## config.mk

```make
export PLATFORM = sky130hd
export DESIGN_NAME = spi_send_con_flat
export DESIGN_NICKNAME = d
export VERILOG_FILES = /design/src/rtl/spi_send_con_if.sv /design/src/rtl/spi_send_con.sv /design/src/flat_wrapper.sv
export SDC_FILE = /design/constraint.sdc
export NUM_CORES = 1
export LEC_CHECK = 0
export BUFFER_PORTS_ARGS = -buffer_cell sky130_fd_sc_hd__buf_4
export CAP_MARGIN = 20
export CORE_ASPECT_RATIO = 1.4
export CORE_MARGIN = 1.5
export CORE_UTILIZATION = 40
export DETAILED_ROUTE_END_ITERATION = 16
export GPL_ROUTABILITY_DRIVEN = 1
export PLACE_DENSITY_LB_ADDON = 0.1
export SETUP_SLACK_MARGIN = 0.02
export SLEW_MARGIN = 20
export SYNTH_ARGS = -nofsm -noshare
export SYNTH_HDL_FRONTEND = slang
export SYNTH_SLANG_ARGS = --single-unit
```

## constraint.sdc

```tcl
create_clock -name clk_in -period 1.75 [get_ports clk_in]
set_input_delay 0.0875 -clock clk_in [delete_from_list [all_inputs] [get_ports clk_in]]
set_output_delay 0.0875 -clock clk_in [all_outputs]
set_load 0.02 [all_outputs]
```

## src/rtl/spi_send_con_if.sv

```systemverilog
// Bundle for the pixel-link transmitter: upstream word handshake plus the chip-side quad-line link.
// The slave modport is the transmitter's view; the master modport is the producer/receiver view.
interface spi_send_con_if #(
    parameter int DATA_WIDTH = 8,
    parameter int LINES      = 4
);
    logic [DATA_WIDTH-1:0] data_in;
    logic                  data_valid_in;
    logic                  final_pixel_in;
    logic                  data_ready_out;
    logic [LINES-1:0]      chip_data_out;
    logic                  chip_clk_out;
    logic                  chip_sel_out;
    logic                  chip_final_out;
    logic                  busy_out;

    modport slave (
        input  data_in,
        input  data_valid_in,
        input  final_pixel_in,
        output data_ready_out,
        output chip_data_out,
        output chip_clk_out,
        output chip_sel_out,
        output chip_final_out,
        output busy_out
    );

    modport master (
        output data_in,
        output data_valid_in,
        output final_pixel_in,
        input  data_ready_out,
        input  chip_data_out,
        input  chip_clk_out,
        input  chip_sel_out,
        input  chip_final_out,
        input  busy_out
    );
endinterface

```

## src/rtl/spi_send_con.sv

```systemverilog
// Quad-line pixel-link transmitter: serialises words MSB-beat-first, LINES bits per DCLK period,
// with a one-word holding register so back-to-back words stream inside a single CS frame.
//
// state | meaning
// IDLE  | CS high, waiting out the minimum CS-high dwell, then waiting for a held word
// SETUP | CS low, DCLK low for HALF cycles before the first beat
// SHIFT | one beat per CLK_DIV cycles, DCLK high in the second half of each beat
// HOLD  | CS low, DCLK low, data held for HALF cycles after the stream runs dry
module spi_send_con #(
    parameter int DATA_WIDTH = 8,
    parameter int LINES      = 4,
    parameter int CLK_DIV    = 4
) (
    input  logic          clk_in,
    input  logic          rst_n_in,
    spi_send_con_if.slave sif
);
    localparam int BEATS = DATA_WIDTH / LINES;
    localparam int HALF  = CLK_DIV / 2;
    localparam int CW    = $clog2(CLK_DIV);
    localparam int BW    = (BEATS > 1) ? $clog2(BEATS) : 1;

    localparam logic [CW-1:0] CNT_BEAT  = CW'(CLK_DIV - 1);
    localparam logic [CW-1:0] CNT_HALF  = CW'(HALF - 1);
    localparam logic [CW-1:0] CNT_RISE  = CW'(HALF);
    localparam logic [CW-1:0] CNT_ONE   = CW'(1);
    localparam logic [BW-1:0] BEAT_LAST = BW'(BEATS - 1);
    localparam logic [BW-1:0] BEAT_ONE  = BW'(1);

    typedef enum logic [1:0] {
        IDLE  = 2'd0,
        SETUP = 2'd1,
        SHIFT = 2'd2,
        HOLD  = 2'd3
    } state_t;

    state_t                state_q;
    logic [CW-1:0]         cnt_q;
    logic [BW-1:0]         beat_q;
    logic [DATA_WIDTH-1:0] shift_q;
    logic                  word_final_q;
    logic [DATA_WIDTH-1:0] hold_data_q;
    logic                  hold_final_q;
    logic                  hold_full_q;
    logic [LINES-1:0]      chip_data_q;
    logic                  chip_clk_q;
    logic                  chip_sel_q;
    logic                  chip_final_q;
    logic                  busy_q;

    logic accept;
    logic word_end;
    logic load_idle;
    logic load_chain;

    assign accept     = sif.data_valid_in && !hold_full_q;
    assign word_end   = (state_q == SHIFT) && (cnt_q == '0) && (beat_q == '0);
    assign load_idle  = (state_q == IDLE) && (cnt_q == '0) && hold_full_q;
    assign load_chain = word_end && hold_full_q;

    always_ff @(posedge clk_in or negedge rst_n_in) begin
        if (!rst_n_in) begin
            state_q      <= IDLE;
            cnt_q        <= '0;
            beat_q       <= '0;
            shift_q      <= '0;
            word_final_q <= 1'b0;
            hold_data_q  <= '0;
            hold_final_q <= 1'b0;
            hold_full_q  <= 1'b0;
            chip_data_q  <= '0;
            chip_clk_q   <= 1'b0;
            chip_sel_q   <= 1'b1;
            chip_final_q <= 1'b0;
            busy_q       <= 1'b0;
        end else begin
            if (accept) begin
                hold_data_q  <= sif.data_in;
                hold_final_q <= sif.final_pixel_in;
            end
            hold_full_q <= accept || (hold_full_q && !(load_idle || load_chain));

            case (state_q)
                IDLE: begin
                    if (cnt_q != '0) begin
                        cnt_q <= cnt_q - CNT_ONE;
                    end else if (hold_full_q) begin
                        shift_q      <= hold_data_q;
                        word_final_q <= hold_final_q;
                        chip_sel_q   <= 1'b0;
                        busy_q       <= 1'b1;
                        cnt_q        <= CNT_HALF;
                        state_q      <= SETUP;
                    end
                end

                SETUP: begin
                    if (cnt_q != '0) begin
                        cnt_q <= cnt_q - CNT_ONE;
                    end else begin
                        chip_data_q  <= shift_q[DATA_WIDTH-1 -: LINES];
                        shift_q      <= shift_q << LINES;
                        chip_final_q <= word_final_q;
                        beat_q       <= BEAT_LAST;
                        cnt_q        <= CNT_BEAT;
                        state_q      <= SHIFT;
                    end
                end

                SHIFT: begin
                    if (cnt_q != '0) begin
                        cnt_q      <= cnt_q - CNT_ONE;
                        chip_clk_q <= (cnt_q <= CNT_RISE);
                    end else begin
                        chip_clk_q <= 1'b0;
                        cnt_q      <= CNT_BEAT;
                        if (beat_q != '0) begin
                            chip_data_q  <= shift_q[DATA_WIDTH-1 -: LINES];
                            shift_q      <= shift_q << LINES;
                            chip_final_q <= 1'b0;
                            beat_q       <= beat_q - BEAT_ONE;
                        end else if (hold_full_q) begin
                            // Chain the next word straight into beat 0 so DCLK stays continuous.
                            chip_data_q  <= hold_data_q[DATA_WIDTH-1 -: LINES];
                            shift_q      <= hold_data_q << LINES;
                            chip_final_q <= hold_final_q;
                            beat_q       <= BEAT_LAST;
                        end else begin
                            chip_final_q <= 1'b0;
                            cnt_q        <= CNT_HALF;
                            state_q      <= HOLD;
                        end
                    end
                end

                HOLD: begin
                    if (cnt_q != '0) begin
                        cnt_q <= cnt_q - CNT_ONE;
                    end else begin
                        // Reloading the counter enforces the CS-high dwell in IDLE.
                        chip_sel_q  <= 1'b1;
                        chip_data_q <= '0;
                        busy_q      <= 1'b0;
                        cnt_q       <= CNT_HALF;
                        state_q     <= IDLE;
                    end
                end

                default: begin
                    state_q <= IDLE;
                end
            endcase
        end
    end

    assign sif.data_ready_out = !hold_full_q;
    assign sif.chip_data_out  = chip_data_q;
    assign sif.chip_clk_out   = chip_clk_q;
    assign sif.chip_sel_out   = chip_sel_q;
    assign sif.chip_final_out = chip_final_q;
    assign sif.busy_out       = busy_q;
endmodule
```

## src/flat_wrapper.sv

```systemverilog
// flat-port wrapper written by rule: the top's interface ports become plain ports
module spi_send_con_flat 
#(
    parameter int DATA_WIDTH = 8,
    parameter int LINES      = 4,
    parameter int CLK_DIV    = 4
)
  (clk_in, rst_n_in, sif_data_in, sif_data_valid_in, sif_final_pixel_in, sif_data_ready_out, sif_chip_data_out, sif_chip_clk_out, sif_chip_sel_out, sif_chip_final_out, sif_busy_out);
  spi_send_con_if #(.DATA_WIDTH(DATA_WIDTH), .LINES(LINES)) sif_i ();
  input  logic clk_in;
  input  logic rst_n_in;
  input wire logic [$bits(sif_i.data_in)-1:0] sif_data_in;
  input wire logic [$bits(sif_i.data_valid_in)-1:0] sif_data_valid_in;
  input wire logic [$bits(sif_i.final_pixel_in)-1:0] sif_final_pixel_in;
  output wire logic [$bits(sif_i.data_ready_out)-1:0] sif_data_ready_out;
  output wire logic [$bits(sif_i.chip_data_out)-1:0] sif_chip_data_out;
  output wire logic [$bits(sif_i.chip_clk_out)-1:0] sif_chip_clk_out;
  output wire logic [$bits(sif_i.chip_sel_out)-1:0] sif_chip_sel_out;
  output wire logic [$bits(sif_i.chip_final_out)-1:0] sif_chip_final_out;
  output wire logic [$bits(sif_i.busy_out)-1:0] sif_busy_out;
  assign sif_i.data_in = sif_data_in;
  assign sif_i.data_valid_in = sif_data_valid_in;
  assign sif_i.final_pixel_in = sif_final_pixel_in;
  assign sif_data_ready_out = sif_i.data_ready_out;
  assign sif_chip_data_out = sif_i.chip_data_out;
  assign sif_chip_clk_out = sif_i.chip_clk_out;
  assign sif_chip_sel_out = sif_i.chip_sel_out;
  assign sif_chip_final_out = sif_i.chip_final_out;
  assign sif_busy_out = sif_i.busy_out;
  spi_send_con #(.DATA_WIDTH(DATA_WIDTH), .LINES(LINES), .CLK_DIV(CLK_DIV)) u_core (.clk_in(clk_in), .rst_n_in(rst_n_in), .sif(sif_i));
endmodule
```

* Word level (Yosys, flattened, before mapping)
Index checks and enable logic that the tools add are counted.
** Word-level totals
- Input bits :: 12
- Register bits :: 32
- Output and inout port bits :: 9
- Memories kept :: 0
- Logic and storage cells :: 100
- Bits in writable memories :: 0
- Bits in latches :: 0
- Memory bits (read-only) :: 0
** Cells by class
- Muxes and demuxes :: 46
- Shift-type cells :: 0
- Multiply operators :: 0
- Add/sub/neg operators :: 2
- Reduce and logical (&&, ||, !) cells :: 24
- Bitwise operators :: 2
- Equality and inequality tests :: 12
- $lt $le $gt $ge :: 1
- Div/mod/pow operators :: 0
** Operators by type and width (count)
- $mux 8 :: 6
- $mux 2 :: 13
- $pmux 8 s3 :: 1
- $mux 4 :: 5
- $pmux 2 s4 :: 2
- $mux 1 :: 14
- $ne 2x2->1 const B :: 6
- $pmux 4 s3 :: 1
- $pmux 1 s2 :: 4
- $logic_and 1x1->1 :: 7
- $reduce_and 7->1 :: 1
- $reduce_and 3->1 :: 2
- $reduce_and 6->1 :: 1
- $reduce_bool 2->1 :: 3
- $reduce_bool 3->1 :: 2
- $reduce_and 5->1 :: 1
- $eq 2x2->1 const B :: 2
- $logic_not 2->1 :: 2
- $reduce_and 4->1 :: 1
- $ne 3x1->1 const B :: 1
- $ne 3x2->1 const B :: 1
- $eq 2x1->1 const B :: 1
- $le 2x2->1 const B :: 1
- $logic_not 1->1 :: 2
- other kinds (5) :: 7

* Logic depth before layout (Yosys ltp)
Gate-level depths: netlist of run 1.
- Word-level depth :: 8
- Mapped depth :: 8

* Worst setup path after synthesis of run 1
Ideal clock, no wire load.
- Path kind :: register to register
- Start point :: reg u_core.state_q[0]
- End point :: reg u_core.chip_data_q[0] (netlist: u_core.sif.chip_data_out[0])
- Stages on the path, launching flop included :: 8
- Arrival time :: 1.682 ns
- Path buffers :: 1
- Path slack :: -0.057 ns
- Library setup time :: 0.125 ns
- Required time :: 1.625 ns
- Cell sequence :: dfrtp_1 > inv_1 > ha_1 > buf_6 > nor3_4 > nor2_2 > a211o_4 > mux2_4
** Between the ends
- Word-level cells in the longest chain between the ends :: 3
- Elaborated cells on any way between the ends :: 10
- Classes of those cells :: eq/ne (7); mux (1); reduce/logical (2)
** RTL lines
- from (decl) :: line spi_send_con.sv:37 : state_t state_q;
- from (signal assigned) :: line spi_send_con.sv:63 : state_q <= IDLE;
- from (signal assigned) :: line spi_send_con.sv:93 : state_q <= SETUP;
- from (signal assigned) :: line spi_send_con.sv:106 : state_q <= SHIFT;
- $eq 2x2->1 or $eq 2x1->1 (tied branches) :: line spi_send_con.sv:83 : case (state_q)
- $ne 3x1->1 (no line), or another cell as far along
- $reduce_and 5->1 (no line)
- to (signal assigned) :: line spi_send_con.sv:101 : chip_data_q <= shift_q[DATA_WIDTH-1 -: LINES];
- to (signal assigned) :: line spi_send_con.sv:118 : chip_data_q <= shift_q[DATA_WIDTH-1 -: LINES];
- to (signal assigned) :: line spi_send_con.sv:124 : chip_data_q <= hold_data_q[DATA_WIDTH-1 -: LINES];
- to (decl) :: line spi_send_con.sv:45 : logic [LINES-1:0] chip_data_q;
Several ways; a longest one is shown, not always the timed one.
A chain may end at the register's enable or synchronous reset.

* Worst setup path after layout of run 1
- Start point :: reg u_core.state_q[0]
- End point :: reg u_core.shift_q[7]
** Between the ends
- Word-level cells in the longest chain between the ends :: 3
- Elaborated cells on any way between the ends :: 11
- Classes of those cells :: eq/ne (7); mux (1); reduce/logical (3)
** RTL lines
- $eq 2x2->1, or another cell as far along :: line spi_send_con.sv:83
- $ne 3x1->1 (no line), or another cell as far along
- $reduce_and 6->1 (no line)
- to (signal assigned) :: line spi_send_con.sv:88 : shift_q <= hold_data_q;
- to (signal assigned) :: line spi_send_con.sv:102 : shift_q <= shift_q << LINES;
- to (signal assigned) :: line spi_send_con.sv:119 : shift_q <= shift_q << LINES;
- to (decl) :: line spi_send_con.sv:40 : logic [DATA_WIDTH-1:0] shift_q;
Several ways; a longest one is shown, not always the timed one.

==> impl_metrics.csv, run 1 <==
group,metric,value,unit
hold_path,hold_start,"sif_data_in[2]",
floorplan,die_w,59.7,um
pwr,switching_power,2.09,mW
routing,routed_wl,4040,um
timing,fin_skew,0.00594,ns
logic_synthesis,ys_seq_area_share,44.6,%
setup_path,r2r_start,"u_core.state_q[0]$_DFFE_PN0P_",
logic_synthesis,synth_top_area_share,43.1,%
global_routing,grt_pass1_vias,1339,
timing,setup_violations,0,
place,portBuffers,20,
layout,diodes,0,
global_routing,grtUsageMet1,20.5,%
layout,post-route-util,53.8,%
clocking,cts_tree,"built",
timing,rsz0062_at_grt,"true",
place,place_congestion,0.775,
logic_synthesis,synth_nets,189,
setup_path,cp_slowest_cell,"dfrtp_2",
layout,nets,224,
routing,num_vias,1338,
setup_path,reg2reg_depth,7,
layout,fillers,403,
logic_synthesis,yosysTopAreaCell,"dfrtp_1",
global_routing,groute.layer.met3.usage,4.21,%
pwr,comb_power_share,61.1,%
hold_path,min_path_type,"primary input to register",
setup_path,cp_data_required_time,1.96,ns
setup_path,critPathKind,"register to register",
timing,worstMarginPinSlew,0.454,ns
clocking,max-clock-path-buffers,2,
setup_path,crit_path_start_kind,"register",
timing,finalCriticalPeriod,1.71,ns
run_status,status,"complete, no violations",
job,drv_cap,0,
floorplan,ios,21,
global_routing,grtUsageMet2,31.6,%
floorplan,coreArea,4270,um^2
routing,avgViaCountPerCell,5.11,
place,place_hpwl,2840,um
pwr,seqPwrFrac,28.4,%
global_routing,grt_pass1_wl,6400,um
setup_path,cpPeakStageDelay,0.45,ns
routing,wl_per_cell,15.4,um
timing,whs,0.0272,ns
logic_synthesis,synth_area_leaders,"dfrtp_1 43%, mux2_2 10%, ha_1 7.0%",
timing,min_period_over_period,97.7,%
logic_synthesis,syn_area,1800,um^2
logic_synthesis,postSynthRegisterBits,32,
setup_path,crit_start,"u_core.state_q[0]$_DFFE_PN0P_",
pwr,p_sw_share,40.4,%
setup_path,path_delay_family,"compound AO/OA/AOI/OAI gates",
setup_path,cp_num_buf_inv,2,
layout,finish.instance_area,2300,um^2
clocking,cts_root_buf,"clkbuf_8",
global_routing,grt_use_total,18.0,%
setup_path,crit_chain,"inv_4, ha_4, a2bb2oi_2, a221oi_4, buf_12, nor2_4, a31oi_1",
global_routing,overflow,0,
floorplan,die_y,82.3,um
timing,hold_viol,0,
pwr,vdd_ir_drop_max,1.20,mV
timing,slew_viol_final,0,
layout,drive_gt1_share,41.1,%
routing,route.detailed.drc,0,
place,place_area,2090,um^2
timing,fmax,0.585,GHz
setup_path,end_kind,"register",
logic_synthesis,syn_inst,167,
global_routing,top_usage_layer,"met2",
routing,drt_iter0_markers,76,
global_routing,antenna_found_initial,0,
floorplan,start_util,42.1,%
setup_path,worstPathArrival,1.92,ns
layout,syn_to_final_growth,27.9,%
clocking,clkLatencyLatePin,0.29,ns
clocking,tritoncts.num_buffers,5,
hold_path,worst_hold_path.num_cells,2,
floorplan,die-area,4910,um^2
setup_path,cp.depth,7,
global_routing,grt_max_degree,33,
logic_synthesis,yosysWarnings,0,
setup_path,path_max_fanout,8,
routing,first_pass_iters,4,
logic_synthesis,synth.avg_cell_area,10.8,um^2
logic_synthesis,yosysUniqueCellTypes,35,
pwr,p_leak,0.997,nW
clocking,clk_pin_slew,0.07,ns
clocking,htreeDepth,2,
clocking,cts_sinks,32,
floorplan,row_count,28,
pwr,clkPwrFrac,10.5,%
routing,ant_nets,0,
timing,relSlewSlack,69.7,%
pwr,internal_power,3.08,mW
pwr,power.density,2250,nW/um^2
## layout by cell type (no fill, tap or decap), types with 5 or more instances in the layout
cell,instances
nor2b_1,5
ha_1,5
nand2_1,9
o21ai_1,5
dfrtp_1,29
mux2_2,16
a21oi_1,5
clkbuf_8,5
o21ai_0,8
inv_1,10
nor2_1,8
nand3b_1,5
buf_4,34
a31oi_1,10
## logic make-up (layout without fill, tap and decap cells)
| logic type | after synthesis | in the layout | synth area share, % |
|---|---|---|---|
| adders and majority gates | 10 | 10 | 6.96 |
| AOI/OAI and AO/OA | 42 | 42 | 16.5 |
| and+or+nand+nor | 40 | 40 | 11.9 |
| muxes | 21 | 21 | 13.9 |
| buffers and inverters | 22 | 57 | 6.12 |
| DFF | 32 | 32 | 44.6 |
## routing by layer
metal  up-vias  share of wire (%)
met5         -                  0
met4         0                1.3
met3         4                2.8
met2        28                 55
met1       646                 41
li1        660                  -
## flip-flops by register name, indices dropped and copies added (netlist names)
register	flops
u_core.state_q	2
u_core.sif.chip_sel_out	1
u_core.beat_q	1
u_core.sif.chip_clk_out	1
u_core.word_final_q	1
u_core.sif.chip_final_out	1
u_core.hold_data_q	8
u_core.sif.busy_out	1
u_core.shift_q	8
u_core.cnt_q	2
u_core.sif.chip_data_out	4
u_core.hold_full_q	1
u_core.hold_final_q	1
## what timing repair did
| item | in CTS | in global routing |
|---|---|---|
| gates resized for setup | 4 | 22 |
| endpoints found under the hold margin | 31 | 0 |
| cloned | 0 | 1 |
| hold buffers | 1 | 0 |
| endpoints found under the setup margin | 11 | 17 |
| pin swaps | 2 | 4 |
| buffers inserted | 1 | 0 |
## area by class of cell
cell class / instances / area (um^2) / share of cell area (%)
clock buffers: 5 / 68.8 / 2.99
clock inverters: 2 / 12.5 / 0.544
inverters: 12 / 50.0 / 2.18
multi-input cells: 113 / 967 / 42.1
flip-flops and latches: 32 / 805 / 35.0
well taps: 60 / 75.1 / 3.26
repair buffers: 38 / 322 / 14.0
## cells in the mapped netlist
cell       count
a211o_4        1
clkbuf_2       1
o21ai_0       13
a31oi_1       10
nand3b_1       5
nand2_1        9
a21oi_1        5
a221oi_4       1
o211ai_1       1
nor2_2         1
nor2b_1        7
nor3_1         2
a221o_1        1
nand3_1        4
inv_1         12
o31ai_1        1
o41ai_1        1
dfrtp_1       31
ha_1          10
nor3_4         1
buf_2          3
buf_4          2
nor2_1         9
a41oi_1        1
a2bb2oi_1      1
o22ai_1        1
a21o_1         1
mux2_2        16
mux2_4         4
a22o_1         4
mux2i_1        1
nand2b_1       2
clkbuf_1       2
dfstp_2        1
buf_6          2
## power by group through the flow
stage / logic, mW / registers [mW] / clock network (mW)
3_3_place_gp: 2.71 / 1.43 / 0
6_report: 3.17 / 1.47 / 0.542
5_1_grt: 3.43 / 1.53 / 0.581
3_5_place_dp: 2.77 / 1.45 / 0
4_1_cts: 2.82 / 1.43 / 0.559
2_1_floorplan: 1.96 / 1.41 / 0
## through the flow
| stage | TNS [ns] | setup slack (ns) | total power, mW | std cells |
|---|---|---|---|---|
| 4_1_cts | 0 | 0.0127 | 4.81 | 261 |
| 5_1_grt | -0.263 | -0.0803 | 5.54 | 262 |
| 3_3_place_gp | 0 | 0.0578 | 4.14 | 252 |
| 3_5_place_dp | -0.0350 | -0.0114 | 4.22 | 252 |
| 2_1_floorplan | 0 | 0.0419 | 3.37 | 167 |
| 6_report | 0 | 0.0399 | 5.18 | 262 |
## final timing paths
| path | endpoint | slack [ns] |
|---|---|---|
| max in group asynchronous | u_core.sif.chip_sel_out$_DFFE_PN1P_ | 1.15 |
| setup reg to reg | u_core.shift_q[7]$_DFFE_PN0P_ | 0.04 |
| hold / removal | u_core.hold_data_q[2]$_DFFE_PN0P_ | 0.03 |
| min in group asynchronous | u_core.sif.busy_out$_DFFE_PN0P_ | 0.27 |
| setup / recovery | u_core.shift_q[7]$_DFFE_PN0P_ | 0.04 |
| hold reg to reg | u_core.sif.chip_clk_out$_DFFE_PN0N_ | 0.51 |
Note: power is estimated with default switching activity, not from simulation.
==> run 2: changes to the inputs <==
--- a/config.mk
+++ b/config.mk
@@ -10,6 +10,7 @@
 export CORE_ASPECT_RATIO = 1.4
 export CORE_MARGIN = 1.5
 export CORE_UTILIZATION = 40
+export CTS_BUF_LIST = sky130_fd_sc_hd__clkbuf_4
 export DETAILED_ROUTE_END_ITERATION = 16
 export GPL_ROUTABILITY_DRIVEN = 1
 export PLACE_DENSITY_LB_ADDON = 0.1
==> run 2 against run 1 <==
Compared with the run above:
- clock skew rose by 0.010 ns
- wire length shrank 0.74%
- via count is 4.8% higher
- largest cell class unchanged
==> impl_metrics.csv, run 2 (synthesized netlist as in run 1, its figures left out) <==
group,metric,value,unit
floorplan,die-area,4910,um^2
routing,drt_iter0_markers,73,
setup_path,r2r_end,"u_core.sif.chip_data_out[3]$_DFFE_PN0P_",
layout,layout.area.seq,803,um^2
floorplan,die_y,82.3,um
timing,worstMarginPinSlew,0.412,ns
setup_path,path_max_fanout,8,
timing,fmax,0.578,GHz
routing,route.detailed.drc,0,
floorplan,start_util,42.1,%
setup_path,end_kind,"register",
place,pre_cts_ws,-0.0114,ns
timing,rsz0062_at_grt,"true",
timing,relSlewSlack,72.5,%
layout,final_common_cell,"buf_4",
pwr,p_sw_share,40.9,%
routing,ant_nets,0,
pwr,seqPwrFrac,28.7,%
setup_path,cpPeakStageDelay,0.44,ns
place,portBuffers,20,
global_routing,antenna_found_initial,0,
global_routing,overflow,0,
place,place_congestion,0.775,
layout,syn_to_final_growth,31.5,%
setup_path,cp_data_required_time,1.97,ns
setup_path,r2r_slack,0.02,ns
pwr,comb_power_share,63.1,%
global_routing,grt_pass1_wl,6510,um
pwr,p_leak,1.03,nW
clocking,tritoncts.num_buffers,5,
pwr,clkPwrFrac,8.2,%
timing,finalSetupTns,0,ns
place,place_hpwl,2840,um
timing,fin_ws,0.0202,ns
layout,multi_input_area,957,um^2
timing,finalCriticalPeriod,1.73,ns
layout,drive_gt1_share,38.5,%
clocking,clk_pin_slew,0.11,ns
pwr,power.density,2130,nW/um^2
layout,fillers,403,
routing,wl_per_cell,14.7,um
pwr,internal_power,2.97,mW
layout,diodes,0,
clocking,htreeDepth,2,
setup_path,crit_path_start_kind,"register",
timing,min_period_over_period,98.8,%
timing,fin_skew,0.0164,ns
global_routing,grt_max_degree,33,
clocking,cts_tree,"built",
timing,hold_viol,0,
floorplan,coreArea,4270,um^2
timing,setup_violations,0,
routing,num_vias,1402,
clocking,cts_sinks,32,
setup_path,critPathKind,"register to register",
setup_path,crit_chain,"inv_2, ha_4, nor2b_2, a211o_4, mux2_4",
routing,first_pass_iters,4,
global_routing,grt_pass1_vias,1391,
routing,avgViaCountPerCell,5.14,
floorplan,row_count,28,
timing,slew_viol_final,0,
global_routing,grtUsageMet2,30.2,%
floorplan,ios,21,
routing,routed_wl,4010,um
setup_path,r2r_start,"u_core.state_q[0]$_DFFE_PN0P_",
pwr,vdd_ir_drop_max,1.19,mV
clocking,max-clock-path-buffers,2,
global_routing,grtUsageMet1,21.4,%
clocking,cts_root_buf,"clkbuf_4",
setup_path,reg2reg_depth,5,
global_routing,grt_use_total,18.1,%
pwr,switching_power,2.06,mW
layout,final_cell_mix,"35 x buf_4, 30 x dfrtp_1, 16 x mux2_2",
global_routing,groute.layer.met3.usage,3.74,%
clocking,clkLatencyLatePin,0.34,ns
setup_path,worstPathArrival,1.95,ns
layout,nets,235,
job,drv_cap,0,
floorplan,die_w,59.7,um
hold_path,min_path_type,"primary input to async pin",
run_status,status,"complete, no violations",
global_routing,top_usage_layer,"met2",
setup_path,cp_slowest_cell,"dfrtp_1",
## run 2: power by group through the flow
stage                     Clock (mW)  Combinational (mW)  Sequential, mW
after floorplan                    0                1.96            1.41
after global routing           0.444                3.46            1.50
final                          0.412                3.18            1.44
after CTS                      0.421                2.85            1.44
after detailed placement           0                2.77            1.45
after global placement             0                2.71            1.43
## run 2: worst max path at each step
stage,endpoint,startpoint,slack [ns]
6_report,u_core.sif.chip_data_out[3]$_DFFE_PN0P_,u_core.state_q[0]$_DFFE_PN0P_,0.02
3_5_place_dp,u_core.sif.chip_data_out[3]$_DFFE_PN0P_,u_core.state_q[0]$_DFFE_PN0P_,-0.01
2_1_floorplan,u_core.sif.chip_data_out[0]$_DFFE_PN0P_,u_core.state_q[0]$_DFFE_PN0P_,0.04
4_1_cts,u_core.shift_q[7]$_DFFE_PN0P_,u_core.state_q[0]$_DFFE_PN0P_,0.03
3_3_place_gp,u_core.sif.chip_data_out[3]$_DFFE_PN0P_,u_core.state_q[0]$_DFFE_PN0P_,0.06
5_1_grt,u_core.shift_q[7]$_DFFE_PN0P_,u_core.state_q[0]$_DFFE_PN0P_,-0.11
## run 2: timing repair
item / CTS / global route
endpoints found under the hold margin: 41 / 0
pin swaps: 2 / 2
resized for setup: 7 / 14
endpoints found under the setup margin: 12 / 16
gates cloned: 0 / 1
setup buffers: 1 / 2
hold buffers: 10 / 0
## run 2: routing by layer
layer | routed length, um | part of all wire [%]
met5 | 0 | 0
met4 | 104 | 2.6
met3 | 124 | 3.1
met2 | 2110 | 53
met1 | 1670 | 42
## run 2: through the flow
stage               utilization, %  hold WS (ns)  instances  area [um^2]  total power [mW]
finish                        55.3         0.211        273         2360              5.03
global route                  55.3         0.265        273         2360              5.41
CTS                           53.0         0.222        270         2260              4.71
detailed placement            48.8        0.0534        252         2090              4.22
global placement              48.8        0.0484        252         2090              4.14
floorplan                        -        -0.208        167         1800              3.37
## run 2: cell type report
cell class,count,area share (%)
tap,60,3.18
clock inverter,2,0.529
sequential,32,34.0
clock buffer,5,1.59
inverter,12,2.01
multi-input combinational,113,40.5
timing repair buffer,49,18.2
## run 2: critical path: cells and delay by family, from the launching register on
kind                       cells  cell delay [ns]
DFF                            1             0.44
AOI/OAI and AO/OA              1             0.38
muxes                          1             0.30
adders and majority gates      1             0.20
and+or+nand+nor                1             0.19
buffers and inverters          1             0.10
